--- src/rtl/if_stage.sv ---
// Instruction-fetch stage: PC register, next-PC select with delay-slot redirects, IF/ID register.
// Optional fetch-address range check is enabled with `define PC_RANGE_CHECK_EN.
module if_stage #(
    parameter logic [31:0] PC_RESET = 32'h0000_3000,
    parameter int unsigned IM_WORDS = 1024
) (
    input  logic        clk,
    input  logic        reset,
    input  logic        stall,
    input  logic        flush,
    input  logic [1:0]  npc_sel,
    input  logic [15:0] br_offset,
    input  logic [25:0] j_index,
    input  logic [31:0] jr_target,
    input  logic [31:0] instr_in,
    output logic [9:0]  im_addr,
    output logic [31:0] pc,
    output logic [31:0] id_instr,
    output logic [31:0] id_pc_plus4,
    output logic        id_valid,
    output logic        fetch_err
);

    logic [31:0] pc_plus4;
    logic [31:0] br_target;
    logic [31:0] j_target;
    logic [31:0] npc;
    logic        npc_ok;
    logic        halted;

    assign im_addr   = pc[11:2];
    assign pc_plus4  = pc + 32'd4;
    assign br_target = id_pc_plus4 + {{14{br_offset[15]}}, br_offset, 2'b00};
    assign j_target  = {id_pc_plus4[31:28], j_index, 2'b00};

    // Redirects come from the instruction in ID; a bubble there must never redirect.
    always_comb begin
        npc = pc_plus4;
        if (id_valid) begin
            unique case (npc_sel)
                2'b00:   npc = pc_plus4;
                2'b01:   npc = br_target;
                2'b10:   npc = j_target;
                2'b11:   npc = jr_target;
                default: npc = pc_plus4;
            endcase
        end
    end

`ifdef PC_RANGE_CHECK_EN
    localparam logic [32:0] PC_LIMIT = {1'b0, PC_RESET} + 33'(4 * IM_WORDS);

    logic err_q;

    assign npc_ok    = (npc[1:0] == 2'b00) && (npc >= PC_RESET) && ({1'b0, npc} < PC_LIMIT);
    assign halted    = err_q;
    assign fetch_err = err_q;

    always_ff @(posedge clk) begin
        if (reset) begin
            err_q <= 1'b0;
        end else if (!stall && !err_q && !npc_ok) begin
            err_q <= 1'b1;
        end
    end
`else
    // The 10-bit word address cannot reach past 1024 words; larger depths simply alias.
    if (IM_WORDS > 1024) begin : g_im_words_alias
    end

    assign npc_ok    = 1'b1;
    assign halted    = 1'b0;
    assign fetch_err = 1'b0;
`endif

    // Once halted by a bad target, the PC stays frozen and IF/ID only takes bubbles.
    always_ff @(posedge clk) begin
        if (reset) begin
            pc          <= PC_RESET;
            id_instr    <= 32'd0;
            id_pc_plus4 <= 32'd0;
            id_valid    <= 1'b0;
        end else begin
            if (!stall && !halted && npc_ok) begin
                pc <= npc;
            end
            if (flush || (!stall && halted)) begin
                id_instr    <= 32'd0;
                id_pc_plus4 <= 32'd0;
                id_valid    <= 1'b0;
            end else if (!stall) begin
                id_instr    <= instr_in;
                id_pc_plus4 <= pc_plus4;
                id_valid    <= 1'b1;
            end
        end
    end

endmodule

--- config.mk ---
export PLATFORM = sky130hd
export DESIGN_NAME = if_stage
export DESIGN_NICKNAME = d
export VERILOG_FILES = /design/src/rtl/if_stage.sv
export SDC_FILE = /design/constraint.sdc
export NUM_CORES = 1
export LEC_CHECK = 0
export ABC_AREA = 1
export BUFFER_PORTS_ARGS = -buffer_cell sky130_fd_sc_hd__buf_2
export CAP_MARGIN = 20
export CORE_MARGIN = 2
export CORE_UTILIZATION = 58
export CTS_BUF_LIST = sky130_fd_sc_hd__clkbuf_4 sky130_fd_sc_hd__clkbuf_8
export DETAILED_ROUTE_END_ITERATION = 10
export PLACE_DENSITY = 0.89
export RECOVER_POWER = 100
export SETUP_SLACK_MARGIN = 0.1
export SLEW_MARGIN = 30
export SYNTH_ARGS = -nofsm -noshare
export SYNTH_HDL_FRONTEND = slang
export SYNTH_SLANG_ARGS = --single-unit
--- constraint.sdc ---
create_clock -name clk -period 4.65 [get_ports clk]
set_clock_uncertainty 0.1 [all_clocks]
set_input_delay 0.2325 -clock clk [delete_from_list [all_inputs] [get_ports clk]]
set_output_delay 0.2325 -clock clk [all_outputs]
set_load 0.005 [all_outputs]
* Word-level counts from Yosys, hierarchy flattened
Index checks and enable logic that the tools add are counted.
** Word-level totals
- ROM bits :: 0
- Bits in writable memories :: 0
- Memories :: 0
- Output and inout port bits :: 108
- Flip-flop bits (word level) :: 97
- Word-level logic and storage cells :: 13
- Latch bits :: 0
** Cells by class
- Magnitude comparators :: 0
- Div/mod/pow operators :: 0
- Shifts and indexed selects :: 0
- Multipliers :: 0
- Multiplexer cells :: 2
- Reduce and logical (&&, ||, !) cells :: 2
- Equal/unequal tests :: 3
- Bitwise logic cells :: 0
- Add/sub/neg operators :: 2
** Operator list (count)
- 32-bit case mux with 4 select lines :: 1
- 32-bit by 3-bit adder with 32-bit output, second input constant :: 1
- 32-bit adder :: 1
- 32-bit 2-to-1 mux :: 1
- 2-bit equality test, second input constant :: 2
- 2-bit by 1-bit equality test with 1-bit output, second input constant :: 1
- 2-bit zero test :: 1
- 2-bit OR reduction :: 1

* Logic depth before layout (Yosys ltp)
- Word-level depth :: 3
- Mapped depth :: 15

* Least setup slack after synthesis
OpenSTA, ideal clock, no wires.
- Kind :: reg2reg
- Start point :: register id_pc_plus4[2]
- End point :: register pc[18]
- Data required time :: 4431 ps
- Buffers on the path :: 0
- Slack :: 2630 ps
- Clock period less this slack :: 2020 ps
- Arrival :: 1800 ps
- Stages on the path, launching flop included :: 16
- Setup time :: 119 ps
- Cell sequence :: dfxtp_1 > ha_1 > inv_1 > fa_1 > inv_1 > nand3_1 > nand3_1 > nand2_1 > nand3_1 > nand2_1 > nand2_1 > nand2_1 > nand3_1 > nand2_1 > o21ai_1 > a21oi_1
** On the way
- Longest elaborated chain between the ends :: 3
** RTL lines
- start: declaration :: RTL line 19 : output logic [31:0] id_pc_plus4,
- start signal: assignment :: RTL line 93 : id_pc_plus4 <= pc_plus4;
- 32-bit adder :: RTL line 33 : assign br_target = id_pc_plus4 + {{14{br_offset[15]}}, br_offset, 2'b00};
- 32-bit case mux with 4 select lines :: RTL line 40 : unique case (npc_sel)
- 32-bit 2-to-1 mux :: RTL line 39 : if (id_valid) begin
- end signal: assignment :: RTL line 85 : pc <= npc;
- end: declaration :: RTL line 17 : output logic [31:0] pc,
Every way passes these cells.
A chain may end at the register's enable or synchronous reset.

* Worst setup path after layout
- Start point :: register id_valid
- End point :: register pc[5]
** On the way
- Longest elaborated chain between the ends :: 1
** RTL lines
- start: declaration :: RTL line 20 : output logic id_valid,
- start signal: assignment :: RTL line 82 : id_valid <= 1'b0;
- start signal: assignment :: RTL line 90 : id_valid <= 1'b0;
- start signal: assignment :: RTL line 94 : id_valid <= 1'b1;
- 32-bit 2-to-1 mux :: RTL line 39
Every way passes these cells.

==> impl_metrics.toml <==
[run_status]
status = "finished, violations left"
violations = "hold timing, capacitance limit, slew limit"

[timing]
max-slew-margin-rel_pct = -21.4
worst_pin_slew_ns = 1.82
clock.fmax_mhz = 283
fin_hold_ws_ns = -0.000145
fin_crit_sh_pct = 76.0
fin_crit_ns = 3.53
final_max_slew_viol_count = 131
setup_violations = 0
finalSetupTns_ns = 0
rsz0062_at_grt = "no"
hold_viol_final = 1

[worst_setup_path]
critPathArrivalTime_ns = 3.64
cp.required_ns = 4.75
cp_max_fo = 32
reg2reg_slack_ns = 1.12
cp_cell_sequence = "o21ai_0, clkbuf_1, clkinv_1, o21ai_0, a21oi_1"
crit_slowest_cell = "clkbuf_1"
crit_path_frequent_cell = "o21ai_0"
end_kind = "flop"
max_stage_delay_ns = 1.16
cp_top_family = "buffers and inverters"
crit_buf_inv = 2
path_class = "reg -> reg"
setup.worst_path.start_class = "flop"

[flow_run]
max-cap-violations = 2

[clock_network]
post-cts-setup-buffers = 0
cts_max_level = 3
clock-sinks = 97
clock_path_buffers = 2
cts_root_buf = "clkbuf_8"
ctsResizeCount = 0
tritoncts = "yes"
cts_buffers = 9
postCtsHoldBufs = 15
clkLatencyLatePin_ns = 0.38
clk_pin_slew_worst_paths_ns = 0.09

[finish]
nets = 1522
syn_to_final_growth_pct = 18.7
final_area_mm2 = 0.00856
antenna_cells = 0
drive_gt1_share_pct = 15.0

[logic_synthesis]
yosys_warnings = 0
netlist_area_mm2 = 0.00721
ys_seq_area_share_pct = 26.9
synth_area_per_cell_um2 = 6.10
syn-num-nets = 1326
ys_seq_elements = 97
synthCells = 1183
synth_cell_type_count = 47

[power]
ir_drop_mv = 0.197
p_per_area_mw_per_mm2 = 231
total_leakage_power_nw = 4.41

[floorplanning]
ios = 220
die_height_um = 116
chipWidth_um = 116
initial_core_util_pct = 59.8
core-area_mm2 = 0.0121
die_area_mm2 = 0.0133
rows = 40

[global_route]
grt_pass1_vias = 7806
globalRoute.totalOverflow = 0
grt_pass1_wl_mm = 39.2
grt_usage_pct = 37.5
antenna_found_initial = 0
grt_max_degree = 98

[placement]
placed_cell_area_mm2 = 0.00829
io_buffers = 218
place_congestion = 1.03
hpwl_mm = 19.1

[drt]
firstDrtPassIters = 8
drt_wl_total_mm = 25.0
drc = 0
drt_iter0_drc = 1016
via_per_inst = 5.61
antenna_left = 0
via_count = 8712
wire_per_inst_um = 16.1

[worst_hold_path]
hp-class = "in -> reg"
==> logic make-up after synthesis <==
group / after synthesis / synth area share, %
AO/OA/AOI/OAI: 214 / 17.7
XOR/XNOR: 13 / 1.58
adder cells (fa/ha/maj): 31 / 5.48
buffers and inverters: 233 / 13.1
flip-flops: 97 / 26.9
other: 1 / 0.0520
AND/OR/NAND/NOR: 594 / 35.2
==> per-stage QoR <==
step / total power, W / util [%] / hold WS, ns / cells / setup WS, ns
2_1_floorplan: 0.00121 / - / 0.277 / 1183 / 2.63
3_3_place_gp: 0.00138 / 68.7 / 0.348 / 1521 / 2.28
3_5_place_dp: 0.00139 / 68.7 / 0.344 / 1521 / 2.28
4_1_cts: 0.00197 / 71.8 / 0.00245 / 1552 / 2.27
5_1_grt: 0.00207 / 71.0 / 0.0101 / 1552 / 1.07
6_report: 0.00198 / 71.0 / -0.000145 / 1552 / 1.12
==> worst min-delay path: cells and delay by family <==
family / cells / cell delay (ns)
buf+inv: 1 / 0.10
compound gates: 1 / 0.05
simple gates: 1 / 0.05
==> power by group <==
part / internal (W) / leakage (nW) / switching, W
Sequential: 0.000869 / 0.794 / 0.0000520
Combinational: 0.000176 / 3.50 / 0.000290
Clock: 0.000293 / 0.113 / 0.000301
==> Yosys cell counts (all sizes together) <==
| library cell | number | area, um2 |
|---|---|---|
| o21bai | 2 | 15.0 |
| clkinv | 2 | 7.51 |
| nand3 | 89 | 455 |
| a21oi | 97 | 493 |
| fa | 1 | 20.0 |
| o22ai | 2 | 12.5 |
| a221oi | 23 | 201 |
| nand2 | 361 | 1360 |
| o211ai | 19 | 143 |
| a221o | 2 | 20.0 |
| nand3b | 7 | 52.6 |
| o2111ai | 1 | 8.76 |
| nor4 | 3 | 25.0 |
| inv | 177 | 664 |
| nor2 | 89 | 344 |
| a211oi | 4 | 30.0 |
| ha | 30 | 375 |
| a21o | 3 | 22.5 |
| clkbuf | 34 | 128 |
| nor3 | 15 | 105 |
| nor3b | 1 | 12.5 |
| buf | 20 | 144 |
| nand4 | 17 | 106 |
| or2 | 7 | 46.3 |
| and2 | 3 | 18.8 |
| conb | 1 | 3.75 |
| xnor2 | 4 | 35.0 |
| and3 | 2 | 12.5 |
| dfxtp | 97 | 1940 |
| xor2 | 9 | 78.8 |
| o221ai | 4 | 35.0 |
| o21ai | 55 | 279 |
| a22o | 2 | 17.5 |
==> layout make-up <==
type / instances / area [um2]
multi-input cells: 853 / 4330
fillers: 1129 / 3500
flip-flops and latches: 97 / 1940
repair buffers: 239 / 1200
inverters: 179 / 673
well taps: 168 / 210
clock buffers: 12 / 165
clock inverters: 4 / 48.8
==> cell usage in the layout (no fill, tap or decap), types with 3 or more instances in the layout <==
master         Yosys  layout
a211oi_1           4       4
a21o_1             3       3
a21oi_1           95      95
a221oi_1          23      23
and2_1             3       3
buf_2              1     157
clkbuf_1          34      62
clkbuf_8           0      12
clkinv_1           2       3
dfxtp_1           97      97
dlygate4sd3_1      0      15
ha_1              30      30
inv_1            169     167
inv_2              8       8
nand2_1          359     359
nand3_1           87      87
nand3b_1           7       7
nand4_1           17      17
nor2_1            85      85
nor2_2             4       4
nor3_1             9       9
nor3_2             6       6
o211ai_1          19      19
o21ai_0           46      54
o221ai_1           4       4
or2_2              4       4
xnor2_1            4       4
xor2_1             9       9
==> path summary, 6_finish.rpt <==
path	from	to	cells past startpoint
worst max-delay path	id_valid$_SDFFE_PP0N_	pc[5]$_SDFFE_PP0N_	5
worst min-delay path	instr_in[1]	id_instr[1]$_SDFFE_PP0N_	3
worst max register to register	id_valid$_SDFFE_PP0N_	pc[5]$_SDFFE_PP0N_	5
worst min register to register	id_instr[6]$_SDFFE_PP0N_	id_instr[6]$_SDFFE_PP0N_	2
==> routing by layer <==
| metal | part of all wire, % | up-vias | GRT usage [%] | routed length [um] |
|---|---|---|---|---|
| li1 | - | 4225 | - | - |
| met1 | 40 | 3939 | 47.9 | 10100 |
| met2 | 46 | 473 | 62.8 | 11600 |
| met3 | 9.4 | 75 | 6.07 | 2340 |
| met4 | 3.9 | 0 | 15.9 | 972 |
| met5 | 0 | - | 0 | 0 |
==> registers in the layout, summed over array words and instances, names as in the netlist <==
signal / flops
id_valid: 1
id_pc_plus4: 32
id_instr: 32
pc: 32
No activity file was read; power rests on OpenSTA's default activity.
